[config.mk]
export PLATFORM = sky130hd
export DESIGN_NAME = countdown_sequencer
export DESIGN_NICKNAME = d
export VERILOG_FILES = /design/src/rtl/countdown_sequencer.sv
export SDC_FILE = /design/constraint.sdc
export NUM_CORES = 1
export LEC_CHECK = 0
export ABC_AREA = 0
export CAP_MARGIN = 20
export CELL_PAD_IN_SITES_DETAIL_PLACEMENT = 0
export CELL_PAD_IN_SITES_GLOBAL_PLACEMENT = 1
export CORE_MARGIN = 2
export CORE_UTILIZATION = 29
export CTS_BUF_LIST = sky130_fd_sc_hd__clkbuf_4
export CTS_CLUSTER_DIAMETER = 200
export DETAILED_ROUTE_END_ITERATION = 8
export HOLD_SLACK_MARGIN = 0.1
export PLACE_DENSITY_LB_ADDON = 0.1
export SETUP_SLACK_MARGIN = 0.2
export SYNTH_ARGS = -nofsm -noshare
export SYNTH_HDL_FRONTEND = slang
export SYNTH_SLANG_ARGS = --single-unit
[constraint.sdc]
create_clock -name clk_50M -period 1.8 [get_ports clk_50M]
set_input_delay 0.36 -clock clk_50M [delete_from_list [all_inputs] [get_ports clk_50M]]
set_output_delay 0.36 -clock clk_50M [all_outputs]
set_load 0.02 [all_outputs]
[src/rtl/countdown_sequencer.sv]
// Countdown sequencer: presettable 4-bit down counter with run/pause/stop control
// and a prescaler that turns TICK_DIV clock cycles into one count tick.
module countdown_sequencer #(
  parameter int unsigned TICK_DIV = 50000000
) (
  input  logic       clk_50M,
  input  logic       Reset,
  input  logic       Load,
  input  logic [3:0] Preset,
  input  logic       Start,
  input  logic       Pause,
  input  logic       Stop,
  output logic [3:0] Count,
  output logic       Busy,
  output logic       Done,
  output logic [1:0] State
);

  localparam int unsigned PW = (TICK_DIV > 2) ? $clog2(TICK_DIV) : 1;
  localparam logic [PW-1:0] PRESC_MAX = PW'(TICK_DIV - 1);

  typedef enum logic [1:0] {
    ST_IDLE  = 2'b00,
    ST_RUN   = 2'b01,
    ST_PAUSE = 2'b10,
    ST_DONE  = 2'b11
  } state_e;

  state_e        state_q, state_d;
  logic [3:0]    count_q, count_d;
  logic [3:0]    preset_q, preset_d;
  logic [PW-1:0] presc_q, presc_d;

  // State and datapath registers
  always_ff @(posedge clk_50M or negedge Reset) begin
    if (!Reset) begin
      state_q  <= ST_IDLE;
      count_q  <= 4'd0;
      preset_q <= 4'd0;
      presc_q  <= '0;
    end else begin
      state_q  <= state_d;
      count_q  <= count_d;
      preset_q <= preset_d;
      presc_q  <= presc_d;
    end
  end

  // Next-state logic; command priority is Stop > Pause > Start > Load
  always_comb begin
    state_d  = state_q;
    count_d  = count_q;
    preset_d = preset_q;
    presc_d  = presc_q;
    case (state_q)
      ST_IDLE: begin
        if (Stop) begin
          presc_d = '0;
        end else if (Start) begin
          if (preset_q != 4'd0) begin
            count_d = preset_q;
            presc_d = '0;
            state_d = ST_RUN;
          end else begin
            count_d = 4'd0;
            state_d = ST_DONE;
          end
        end else if (Load) begin
          preset_d = Preset;
          count_d  = Preset;
        end
      end
      ST_RUN: begin
        if (Stop) begin
          presc_d = '0;
          state_d = ST_IDLE;
        end else if (Pause) begin
          state_d = ST_PAUSE;
        end else if (presc_q == PRESC_MAX) begin
          // Tick: the last step goes to zero and terminates, never wrapping
          presc_d = '0;
          if (count_q > 4'd1) begin
            count_d = count_q - 4'd1;
          end else begin
            count_d = 4'd0;
            state_d = ST_DONE;
          end
        end else begin
          presc_d = presc_q + PW'(1);
        end
      end
      ST_PAUSE: begin
        if (Stop) begin
          presc_d = '0;
          state_d = ST_IDLE;
        end else if (Start && !Pause) begin
          state_d = ST_RUN;
        end
      end
      ST_DONE: begin
        presc_d = '0;
        state_d = ST_IDLE;
      end
    endcase
  end

  assign Count = count_q;
  assign State = state_q;
  assign Busy  = (state_q == ST_RUN) || (state_q == ST_PAUSE);
  assign Done  = (state_q == ST_DONE);

endmodule

Word-level counts from Yosys, hierarchy flattened --
Index checks and enable logic that the tools add are counted.
Storage, ports and cells: flip-flop bits (word level) 36, input port bits 10, output and inout port bits 8, logic and storage cells 63
Cells by class: add/subtract/negate cells 2, order comparisons 1, equality and inequality tests 17, multiplexer cells 27, bitwise gates (word level) 2, reductions and logical operators 10
Operators by type and width (count):
- 26-bit 2-to-1 mux | 7
- 26-bit case mux with 4 select lines | 1
- 4-bit 2-to-1 mux | 8
- 26-bit by 1-bit adder with 26-bit output, second input constant | 1
- 26-bit equality test, second input constant | 1
- 2-bit 2-to-1 mux | 9
- 3-bit inequality test, second input constant | 5
- 2-bit inequality test, second input constant | 6
- 4-bit inequality test, second input constant | 2
- 2-bit case mux with 4 select lines | 1
- 4-bit case mux with 2 select lines | 1
- 4-bit AND reduction | 2
- 6-bit AND reduction | 1
- 5-bit AND reduction | 1
- 2-bit equality test, second input constant | 2
- 4-bit by 1-bit > comparator with 1-bit output, second input constant | 1
- 4-bit nonzero test | 1
- 4-bit by 1-bit subtractor with 4-bit output, second input constant | 1
- 2-bit by 1-bit equality test with 1-bit output, second input constant | 1
- 2-bit logical NOT | 1
- 1-bit inverter | 2
- 2-bit nonzero test | 1
- 1-bit logical AND | 1
- 1-bit logical NOT | 1
- 1-bit logical OR | 1

Logic depth before layout (Yosys ltp) --
Gate-level depths: netlist of the first run.
word-level depth 6, gate-level depth with buffers 9, gate-level depth less buffers 7

Worst setup path before layout of the first run --
No wires, ideal clock.
path type register to register, start register state_q[0], in the netlist State[0], end register presc_q[18], library setup time 123 ps, arrival 1992 ps, data required time 1677 ps, slack -315 ps, stages on the path, launching flop included 9, buffers on the path 1, period minus slack after synthesis 2115 ps, cells stage by stage dfrtp_1 -> inv_1 -> ha_1 -> a211oi_1 -> a311oi_2 -> buf_2 -> nor4b_1 -> xnor2_1 -> nor2_4
Between the ends: longest elaborated chain between the ends 3, elaborated cells on any way between the ends 10, classes of those cells eq/ne (7); mux (1); reduce/logical (2)
RTL lines:
- from (decl) | line 29 | state_e state_q, state_d;
- from (signal assigned) | line 42 | state_q <= state_d;
- 2-bit by 1-bit equality test with 1-bit output, or another cell as far along | line 55 | case (state_q)
- 3-bit inequality test (no source line) / 2-bit inequality test (equally long branches)
- 4-bit AND reduction (no source line)
- to (signal assigned) | line 45 | presc_q <= presc_d;
- to (decl) | line 32 | logic [PW-1:0] presc_q, presc_d;
Parallel ways exist; a longest one is shown, timed or not. A chain may end at the register's enable or synchronous reset.

Final worst setup path of the first run --
start register preset_q[3], end register presc_q[20]
Between the ends: longest elaborated chain between the ends 3
RTL lines:
- from (decl) | line 31 | logic [3:0] preset_q, preset_d;
- from (signal assigned) | line 44 | preset_q <= preset_d;
- 4-bit nonzero test | line 60 | if (preset_q != 4'd0) begin
- 3-bit inequality test (no source line)
- 4-bit AND reduction (no source line)
Every way passes these cells.

==> results of run 1 <==
layout make-up:
cell class              count  share of cell area
well taps                 102              0.0355
repair buffers             89               0.226
clock buffers               6              0.0125
multi-input cells         175               0.463
inverters                  10              0.0118
flip-flops and latches     36               0.251
critical path: cells and delay by family, from the launching register on:
family	cells	cell delay (ps)
AND/OR/NAND/NOR	3	650
AO/OA/AOI/OAI	1	310
buffers and inverters	3	430
XOR/XNOR	1	150
flip-flops	1	410
routing by layer:
metal,global-route usage,vias up,share of wire,wire length (um)
li1,-,1002,-,-
met3,0.0271,7,0.022,134
met5,0,-,0,0
met1,0.208,992,0.49,2960
met2,0.251,22,0.48,2880
met4,0.0410,0,0.013,80
Yosys cell counts (5+ instances only):
library cell,number,share of area
nand3_1,12,0.027
nor4_1,7,0.019
a21oi_1,7,0.016
dfrtp_1,36,0.40
mux2_2,5,0.025
xnor2_1,16,0.062
ha_1,7,0.039
nor3_1,12,0.027
and3_1,7,0.019
mux2i_1,5,0.022
inv_1,10,0.017
nand2_1,11,0.018
nor2_1,18,0.030
o21ai_0,6,0.013
nor2_4,10,0.050
worst max-delay path by stage:
stage | slack, ps | from | end
after floorplan | -70 | preset_q[3]$_DFFE_PN0P_ | presc_q[18]$_DFFE_PN0P_
after global placement | -420 | Pause | presc_q[15]$_DFFE_PN0P_
final | -260 | preset_q[3]$_DFFE_PN0P_ | presc_q[20]$_DFFE_PN0P_
after detailed placement | -410 | Pause | presc_q[24]$_DFFE_PN0P_
after CTS | -300 | preset_q[2]$_DFFE_PN0P_ | presc_q[9]$_DFFE_PN0P_
after global routing | -350 | preset_q[1]$_DFFE_PN0P_ | presc_q[21]$_DFFE_PN0P_
state kept, by name, summed over array words and instances, names as in the netlist:
register  flops
State         2
presc_q      26
Count         4
preset_q      4
where the power goes:
part	switching, mW	total [mW]	internal (mW)
registers	0.117	1.06	0.940
clock network	0.278	0.432	0.154
logic	1.24	2.56	1.32
kinds of logic (layout without fill, tap and decap cells):
group / after synthesis / after routing / synth area share
AO/OA/AOI/OAI: 33 / 33 / 0.0998
XOR/XNOR: 18 / 18 / 0.0698
adder cells (fa/ha/maj): 7 / 7 / 0.0388
buffers and inverters: 17 / 105 / 0.0405
flip-flops: 36 / 36 / 0.399
multiplexers: 10 / 10 / 0.0471
AND/OR/NAND/NOR: 107 / 107 / 0.305
repair_timing:
item,CTS,global route
buffers inserted,6,4
hold buffers,1,0
cloned,1,0
resized for setup,57,30
pin swaps,15,28
endpoints found under the hold margin,16,0
endpoints found under the setup margin,40,42
==> reports/results.txt, run 1 <==
Initial Util - 0.295
Wire length of the first global-routing pass - 10400 um
Sequential cell area - 903 sq um
Worst Reg-to-Reg Cells - 8
Ys flop type - dfrtp_1
Commonest non-fill, non-tap cell in the layout - buf_4
CTS tree - done
Die height - 92.2 um
Fin Hold WS - 462 ps
Failing checks - negative setup slack
Average size of a mapped cell - 9.90 sq um
Unrepaired setup endpoints after global routing - true
Cell variety after synth - 47
Sequential fraction of the synthesis area - 0.399
CTS Buf Count - 5
Die W - 92.2 um
DRC - 0
Syn_nets - 245
Total gr overflow - 0
Power density cells - 1130 nW/um^2
Htree depth - 2
Row cnt - 32
Actual slew at the worst max-slew pin - 563 ps
Layout area overhead - 59.4%
1st-pass router iterations - 4
GP Congestion - 0.787
WL/cell - 14.5 um
Slew Viols, Final - 0
EDFF count, synth - 0
Critical path fanouts, max - 5
Mapped cell area - 2260 sq um
Core ar. - 7650 sq um
Crit path cell chain - or4_4, a311oi_2, buf_6, buf_12, buf_16, nor4b_4, xnor2_1, nor2_1
Max VDD drop - 0.445 mV
Place WS - -411 ps
Most frequent cells in the layout - buf_4, dfrtp_1, nor2_1
Clock skew - 14.7 ps
Required time of the critical path - 2040 ps
Placed Cells - 400
Clock Sinks - 36
Ys Warns - 0
Status - complete, but fails checks
Worst rel slew slack - 0.624
CP Launch Type - flop
Vias - 2023
Worst EP arrival - 2310 ps
FF+latch count, synth - 36
Crit Path Category - flop to flop
Number of failing hold endpoints at the final stage - 0
Fillers - 742
Placed cell areas - 3120 sq um
Total GRT Usage - 0.153
Max Cap Violations - 0
Leakage dissipation - 1.48 nW
Vias in the first global route - 2121
Overall power - 4.05 mW
Final wirelength - 6060 um
Final setup viols - 32
IO buf count - 17
Worst R2R Setup Slack - -260 ps
Setup TNS - -5810 ps
Largest net degree at the start of global routing - 21
CP endpoint kind - flop
R2R Path Start - preset_q[3]$_DFFE_PN0P_
Layout cell share with drive strength beyond 1 - 0.497
HPWL after DPL - 4380 um
Inserted Diodes - 0
Area of the multi-input gates - 1670 sq um
Fin util - 0.470
Post-synth ARST share - 1.00
Clock Root Buffer - clkbuf_4
Clk Latency, worst-skew pair - 350 ps
DIE AREA - 8510 sq um
CTS max path bufs - 2
Worst setup margin - -263 ps
Tmin final - 2060 ps
Initial antenna violation count - 0
1st-iter DRT viols - 98
Final net count - 334
Finished Cell Area - 3600 sq um
Period utilisation layout - 1.15
Ports - 18
Fmax - 485 MHz
Post-route ant nets - 0
Critical path's largest stage delay - 540 ps
Path type of the worst min-delay path - primary input to asynchronous set/reset pin
Clock transition at the registers of the reported paths - 120 ps
Post-synthesis instance total - 228
Finished Layout Cells - 418
Worst r2r dst - presc_q[20]$_DFFE_PN0P_
Critical path's slowest cell - or4_4
Vias/cell - 4.84
Note: power is estimated with default switching activity, not from simulation.
==> inputs of run 2 (changes only) <==
--- a/config.mk
+++ b/config.mk
@@ -9,7 +9,7 @@
 export CAP_MARGIN = 20
 export CELL_PAD_IN_SITES_DETAIL_PLACEMENT = 0
 export CELL_PAD_IN_SITES_GLOBAL_PLACEMENT = 1
-export CORE_MARGIN = 2
+export CORE_MARGIN = 1.5
 export CORE_UTILIZATION = 29
 export CTS_BUF_LIST = sky130_fd_sc_hd__clkbuf_4
 export CTS_CLUSTER_DIAMETER = 200
==> run 2 against run 1 <==
Against the previous run:
- the flow still finishes with violations (negative setup slack)
- maximum frequency rose by 0.34%
- critical path depth shrank 1
- first-iteration DRC count fell by 22%
- sequential share of layout area down 1.1 points
- utilization increased by 3.8 points
- critical path type unchanged
- critical endpoint is now presc_q[16]$_DFFE_PN0P_
==> reports/results.txt, run 2 (same netlist as run 1, synthesis figures left out) <==
Clock power share - 0.101 (was 0.107)
1st-iter DRT viols - 76 (was 98)
Actual slew at the worst max-slew pin - 494 ps (was 563 ps)
Clk Latency, worst-skew pair - 350 ps (about the same)
Switch share - 0.401 (was 0.404)
Clock Sinks - 36 (unchanged)
Total GRT Usage - 0.161 (was 0.153)
CP endpoint kind - flop (unchanged)
WL/cell - 14.5 um (about the same)
R2R Path Start - preset_q[3]$_DFFE_PN0P_ (unchanged)
Ports - 18 (unchanged)
DIE AREA - 8320 sq um (was 8510 sq um)
Setup TNS - -5900 ps (was -5810 ps)
HPWL after DPL - 4280 um (was 4380 um)
P_sw - 1.78 mW (was 1.64 mW)
Int Pwr - 2.65 mW (was 2.42 mW)
Crit Path Category - flop to flop (unchanged)
Critical path's slowest cell - or4_4 (unchanged)
CP Launch Type - flop (unchanged)
CTS Buf Count - 5 (unchanged)
Leakage dissipation - 1.56 nW (was 1.48 nW)
Path type of the worst min-delay path - primary input to asynchronous set/reset pin (unchanged)
Max Cap Violations - 0 (unchanged)
Top delay family on crit path - simple AND/OR/NAND/NOR gates (unchanged)
Max VDD drop - 0.468 mV (was 0.445 mV)
Layout area overhead - 67.0% (was 59.4%)
Clock Root Buffer - clkbuf_4 (unchanged)
Final net count - 348 (was 334)
Tmin final - 2060 ps (about the same)
Wire length of the first global-routing pass - 10600 um (was 10400 um)
Worst R2R Setup Slack - -260 ps (about the same)
Largest register FFs - 26 (unchanged)
Layout cell share with drive strength beyond 1 - 0.551 (was 0.497)
Initial antenna violation count - 0 (unchanged)
Fin Hold WS - 435 ps (was 462 ps)
Buf/Inv on CP - 2 (was 3)
Die W - 91.2 um (was 92.2 um)
Final wirelength - 6240 um (was 6060 um)
CTS tree - done (unchanged)
Worst EP arrival - 2310 ps (about the same)
IO buf count - 17 (unchanged)
Worst r2r dst - presc_q[16]$_DFFE_PN0P_ (was presc_q[20]$_DFFE_PN0P_)
Total gr overflow - 0 (unchanged)
Clock skew - 11.1 ps (was 14.7 ps)
Critical path's largest stage delay - 560 ps (was 540 ps)
Slew Viols, Final - 0 (unchanged)
Core ar. - 7410 sq um (was 7650 sq um)
Fmax - 486 MHz (was 485 MHz)
Most frequent cells in the layout - buf_4, dfrtp_1, buf_6 (was buf_4, dfrtp_1, nor2_1)
Inserted Diodes - 0 (unchanged)
Status - complete, but fails checks (unchanged)
Number of failing hold endpoints at the final stage - 0 (unchanged)
DRC - 0 (unchanged)
Setup crit start - preset_q[3]$_DFFE_PN0P_ (unchanged)
Critical path fanouts, max - 3 (was 5)
Logic pwr share - 0.659 (was 0.633)
Sequential power share - 0.239 (was 0.261)
Largest reg by FF count - presc_q (unchanged)
Unrepaired setup endpoints after global routing - true (unchanged)
Vias - 2064 (was 2023)
Vias/cell - 4.79 (was 4.84)
Crit path cell chain - or4_4, buf_6, a311o_1, buf_6, nand4_1, xor2_2, nor2_4 (was or4_4, a311oi_2, buf_6, buf_12, buf_16, nor4b_4, xnor2_1, nor2_1)
Required time of the critical path - 2050 ps (was 2040 ps)
Power density cells - 1170 nW/um^2 (was 1130 nW/um^2)
GP Congestion - 0.760 (was 0.787)
Failing checks - negative setup slack (unchanged)
Crit path to - presc_q[16]$_DFFE_PN0P_ (was presc_q[20]$_DFFE_PN0P_)
Die height - 91.2 um (was 92.2 um)
Cell repeated most along the worst path - buf_6
Period utilisation layout - 1.14 (was 1.15)
Largest net degree at the start of global routing - 16 (was 21)
CTS max path bufs - 2 (unchanged)
1st-pass router iterations - 4 (unchanged)
Final setup viols - 32 (unchanged)
Commonest non-fill, non-tap cell in the layout - buf_4 (unchanged)
Post-route ant nets - 0 (unchanged)
Clock transition at the registers of the reported paths - 130 ps (was 120 ps)
Worst Reg-to-Reg Cells - 7 (was 8)
CP Depth - 7 (was 8)
Worst rel slew slack - 0.670 (was 0.624)
Initial Util - 0.305 (was 0.295)
Worst setup margin - -256 ps (was -263 ps)
Row cnt - 31 (was 32)
Vias in the first global route - 2173 (was 2121)
Htree depth - 2 (unchanged)
## run 2: cell count changes in the layout (fill, tap and decap cells not counted), sizes merged
cell / before / now
dlygate4sd2: 2 / 3
clkdlybuf4s15: 2 / 1
buf: 76 / 89
dlymetal6s2s: 1 / 0
clkinv: 0 / 3
clkdlybuf4s50: 7 / 8
## run 2: worst min path at each step
stage	from	to	depth (start not counted)
finish	Reset	Count[1]$_DFFE_PN0P_	2
global route	Reset	Count[1]$_DFFE_PN0P_	2
CTS	Reset	Count[1]$_DFFE_PN0P_	2
detailed placement	Reset	Count[1]$_DFFE_PN0P_	1
global placement	Reset	Count[2]$_DFFE_PN0P_	1
floorplan	Reset	Count[0]$_DFFE_PN0P_	0
## run 2: cell type report
type | count | area [sq um]
inverter | 10 | 42.5
timing repair buffer | 103 | 922
fill | 691 | 3640
sequential | 36 | 903
multi-input combinational | 175 | 1730
clock inverter | 3 | 13.8
clock buffer | 5 | 37.5
tap | 99 | 124
## run 2: timing repair
| item | in CTS | in global routing |
|---|---|---|
| hold buffers | 1 | 0 |
| pin swaps | 19 | 18 |
| gates cloned | 1 | 0 |
| endpoints found under the hold margin | 12 | 0 |
| gates resized for setup | 74 | 33 |
| setup endpoints to repair | 44 | 41 |
| setup buffers | 12 | 5 |
## run 2: power groups by stage
stage               sequential, mW  combinational (mW)  clock (mW)
detailed placement            1.07                2.23           0
global placement              1.07                2.25           0
global route                  1.08                3.15       0.496
CTS                           1.06                2.73       0.468
floorplan                     1.16                1.20           0
finish                        1.06                2.92       0.449
## run 2: metrics by stage
step                cells  area, sq um   util  setup slack (ps)  power, mW
floorplan             228         2400      -             -70.9       2.37
global placement      404         3170  0.428              -446       3.32
detailed placement    404         3170  0.428              -448       3.30
CTS                   426         3560  0.480              -274       4.26
global route          431         3770  0.509              -345       4.73
finish                431         3770  0.509              -256       4.42
## run 2: layer usage
layer,wire (um),vias up,global-route usage
met5,0,-,0
met4,101,0,0.0443
met3,146,9,0.0302
met2,3100,24,0.275
met1,2890,997,0.207
li1,-,1034,-
==> RTL edit: new RTL, flow settings as in run 1 <==
The parameter `TICK_DIV` goes from 50000000 to 25000000.
--- a/src/rtl/countdown_sequencer.sv
+++ b/src/rtl/countdown_sequencer.sv
@@ -1,7 +1,7 @@
 // Countdown sequencer: presettable 4-bit down counter with run/pause/stop control
 // and a prescaler that turns TICK_DIV clock cycles into one count tick.
 module countdown_sequencer #(
-  parameter int unsigned TICK_DIV = 50000000
+  parameter int unsigned TICK_DIV = 25000000
 ) (
   input  logic       clk_50M,
   input  logic       Reset,
Check against the original RTL: same outputs for any inputs over 10 cycles, from zero or initial values and one cycle with Reset low; that may be too few to reach the edited logic, so the function may still have changed.
==> RTL edit against run 1 <==
- the run still ends with negative setup slack left
- core utilization shrank 1.0 points
- synthesized cell count grew 6.6%
- power decreased by 4.7%
- setup slack got worse by 0.25 ns
- area after synthesis fell by 4.0%
- final area down 7.2%
- sequential cell count decreased by 1
- wire length grew 6.3%
- critical endpoint is now Count[1]
- largest power group unchanged
==> RTL edit: results (changes against run 1) <==
metric	value	unit	change
Total Neg Setup Slack	-12.05	ns	-6.24 ns
Biggest register	presc_q		
Cell Area, Placed	3050	um2	-2.3%
Post-synth ARST share	100	%	unchanged
Max clock buf depth	2		unchanged
initial antenna violation count	0		unchanged
final worst-path setup slack	-0.509	ns	-0.246 ns
Layout Skew	0.0221	ns	+0.00743 ns
antenna cells	0		unchanged
final setup fails	31		-3.1%
fillcell total	740		-0.27%
top post-synthesis cells by area	dfrtp_1 40%, nand3_1 4.4%, ha_1 4.0%		
drt pass-1 iters	4		unchanged
dpl hpwl	4680	um	+6.8%
yosys warns	0		unchanged
# nets final	349		+4.5%
largest net degree at the start of global routing	19		-9.5%
run status	finished, violations left		
Seq/Total Area, Yosys	40.4	%	+0.53 points
Least-Margin Pin Slew	0.659	ns	+0.0965 ns
clock transition at the registers of the reported paths	0.11	ns	
Peak supply drop	332	uV	-26%
Root Driver	clkbuf_4		
first-pass GRT wire length	10700	um	+3.3%
Initial DRC Count	91		-7.1%
Clk Latency, worst-skew pair	0.34	ns	
Avg WL per Cell	14.9	um	+2.8%
CTS Buf Count	5		unchanged
leakage	1.41	nW	-4.8%
syn_nets	260		+6.1%
share of post-route cells with drive strength above 1	38.1	%	-12 points
gr usage total	16.4	%	+1.1 points
global placement routability congestion	0.751		-4.6%
vias	2160		+6.8%
IO Port Bufs	17		unchanged
Commonest cells post-synth	35 x dfrtp_1, 21 x nor2_1, 19 x nand3_1		
max reg flops	25		-3.8%
Worst EP arrival	2.57	ns	+0.26 ns
H-tree depth	2		unchanged
Synth cell types	45		-4.3%
failing checks	negative setup slack		
vias in the first global route	2118		-0.14%
Hold WC Path Type	primary input to asynchronous set/reset pin		
maximum fanout along the worst path	3		-2
RTL edit: cell types whose count changed after synthesis, moves of 4 or more:
cell	before	now
o22ai_1	0	5
nor2_4	10	0
nand3_1	12	19
xnor2_1	16	3
inv_1	10	14
clkbuf_1	2	10
nand4_1	4	13
nor3_1	12	8
nand2_1	11	17
a21oi_1	7	15
xor2_1	2	10
RTL edit: power by group:
part	internal (mW)	switching (mW)
clock network	0.160	0.267
registers	0.912	0.104
logic	1.21	1.21
RTL edit: cells by family after synthesis:
family / share of synthesized area, %
adders and majority gates: 4.04
and+or+nand+nor: 26.6
buffers and inverters: 4.39
muxes: 6.30
xor gates and xnor gates: 5.26
DFF: 40.4
AOI/OAI and AO/OA: 13.0
RTL edit: worst paths after layout:
path | start | to | slack (ns) | depth (start not counted)
worst max-delay path | presc_q[7] | Count[1] | -0.51 | 5
worst min-delay path | Reset | preset_q[1] | 0.50 | 2
worst max register to register | presc_q[7] | Count[1] | -0.51 | 5
worst min register to register | preset_q[0] | preset_q[0] | 0.57 | 1
max in group asynchronous | Reset | State[1] | 0.84 | 3
min in group clk_50M | preset_q[0] | preset_q[0] | 0.57 | 1
RTL edit: stage by stage:
stage / utilization [%] / setup WS, ns / hold WS (ns) / cells / power [mW]
after floorplan: - / -0.621 / 0.0644 / 243 / 2.27
final: 46.0 / -0.509 / 0.497 / 432 / 3.86
after detailed placement: 42.1 / -0.623 / 0.348 / 417 / 3.10
after global routing: 46.0 / -0.587 / 0.500 / 432 / 4.15
after global placement: 42.1 / -0.603 / 0.347 / 417 / 3.11
after CTS: 44.8 / -0.510 / 0.489 / 430 / 3.75
RTL edit: layer usage:
metal  up-vias  part of all wire, %  GRT usage (%)
met5         -                    0              0
met4         0                  1.2           4.10
met3         7                  2.8           3.42
met2        26                   46           25.4
met1      1049                   50           23.2
li1       1078                    -              -
RTL edit: cell type report:
type	count	area share, %
multi-input cells	183	43.3
inverters	14	1.57
well taps	99	3.71
clock buffers	6	1.35
repair buffers	93	23.5
clock inverters	2	0.225
flip-flops and latches	35	26.3
RTL edit: what timing repair did:
item                                   in CTS  in global routing
endpoints found under the hold margin      17                  0
resized for setup                          49                 18
hold buffers                                1                  0
buffers inserted                            3                  2
setup endpoints to repair                  43                 39
pin swaps                                  10                  6
cloned                                      1                  0
RTL edit: worst max-delay path: stages (launching register included):
cell and delay [ns]:
dfrtp_1 0.38, or4b_1 0.50, or4_4 0.44, or4_4 0.43, or4_4 0.41, o211ai_1 0.09
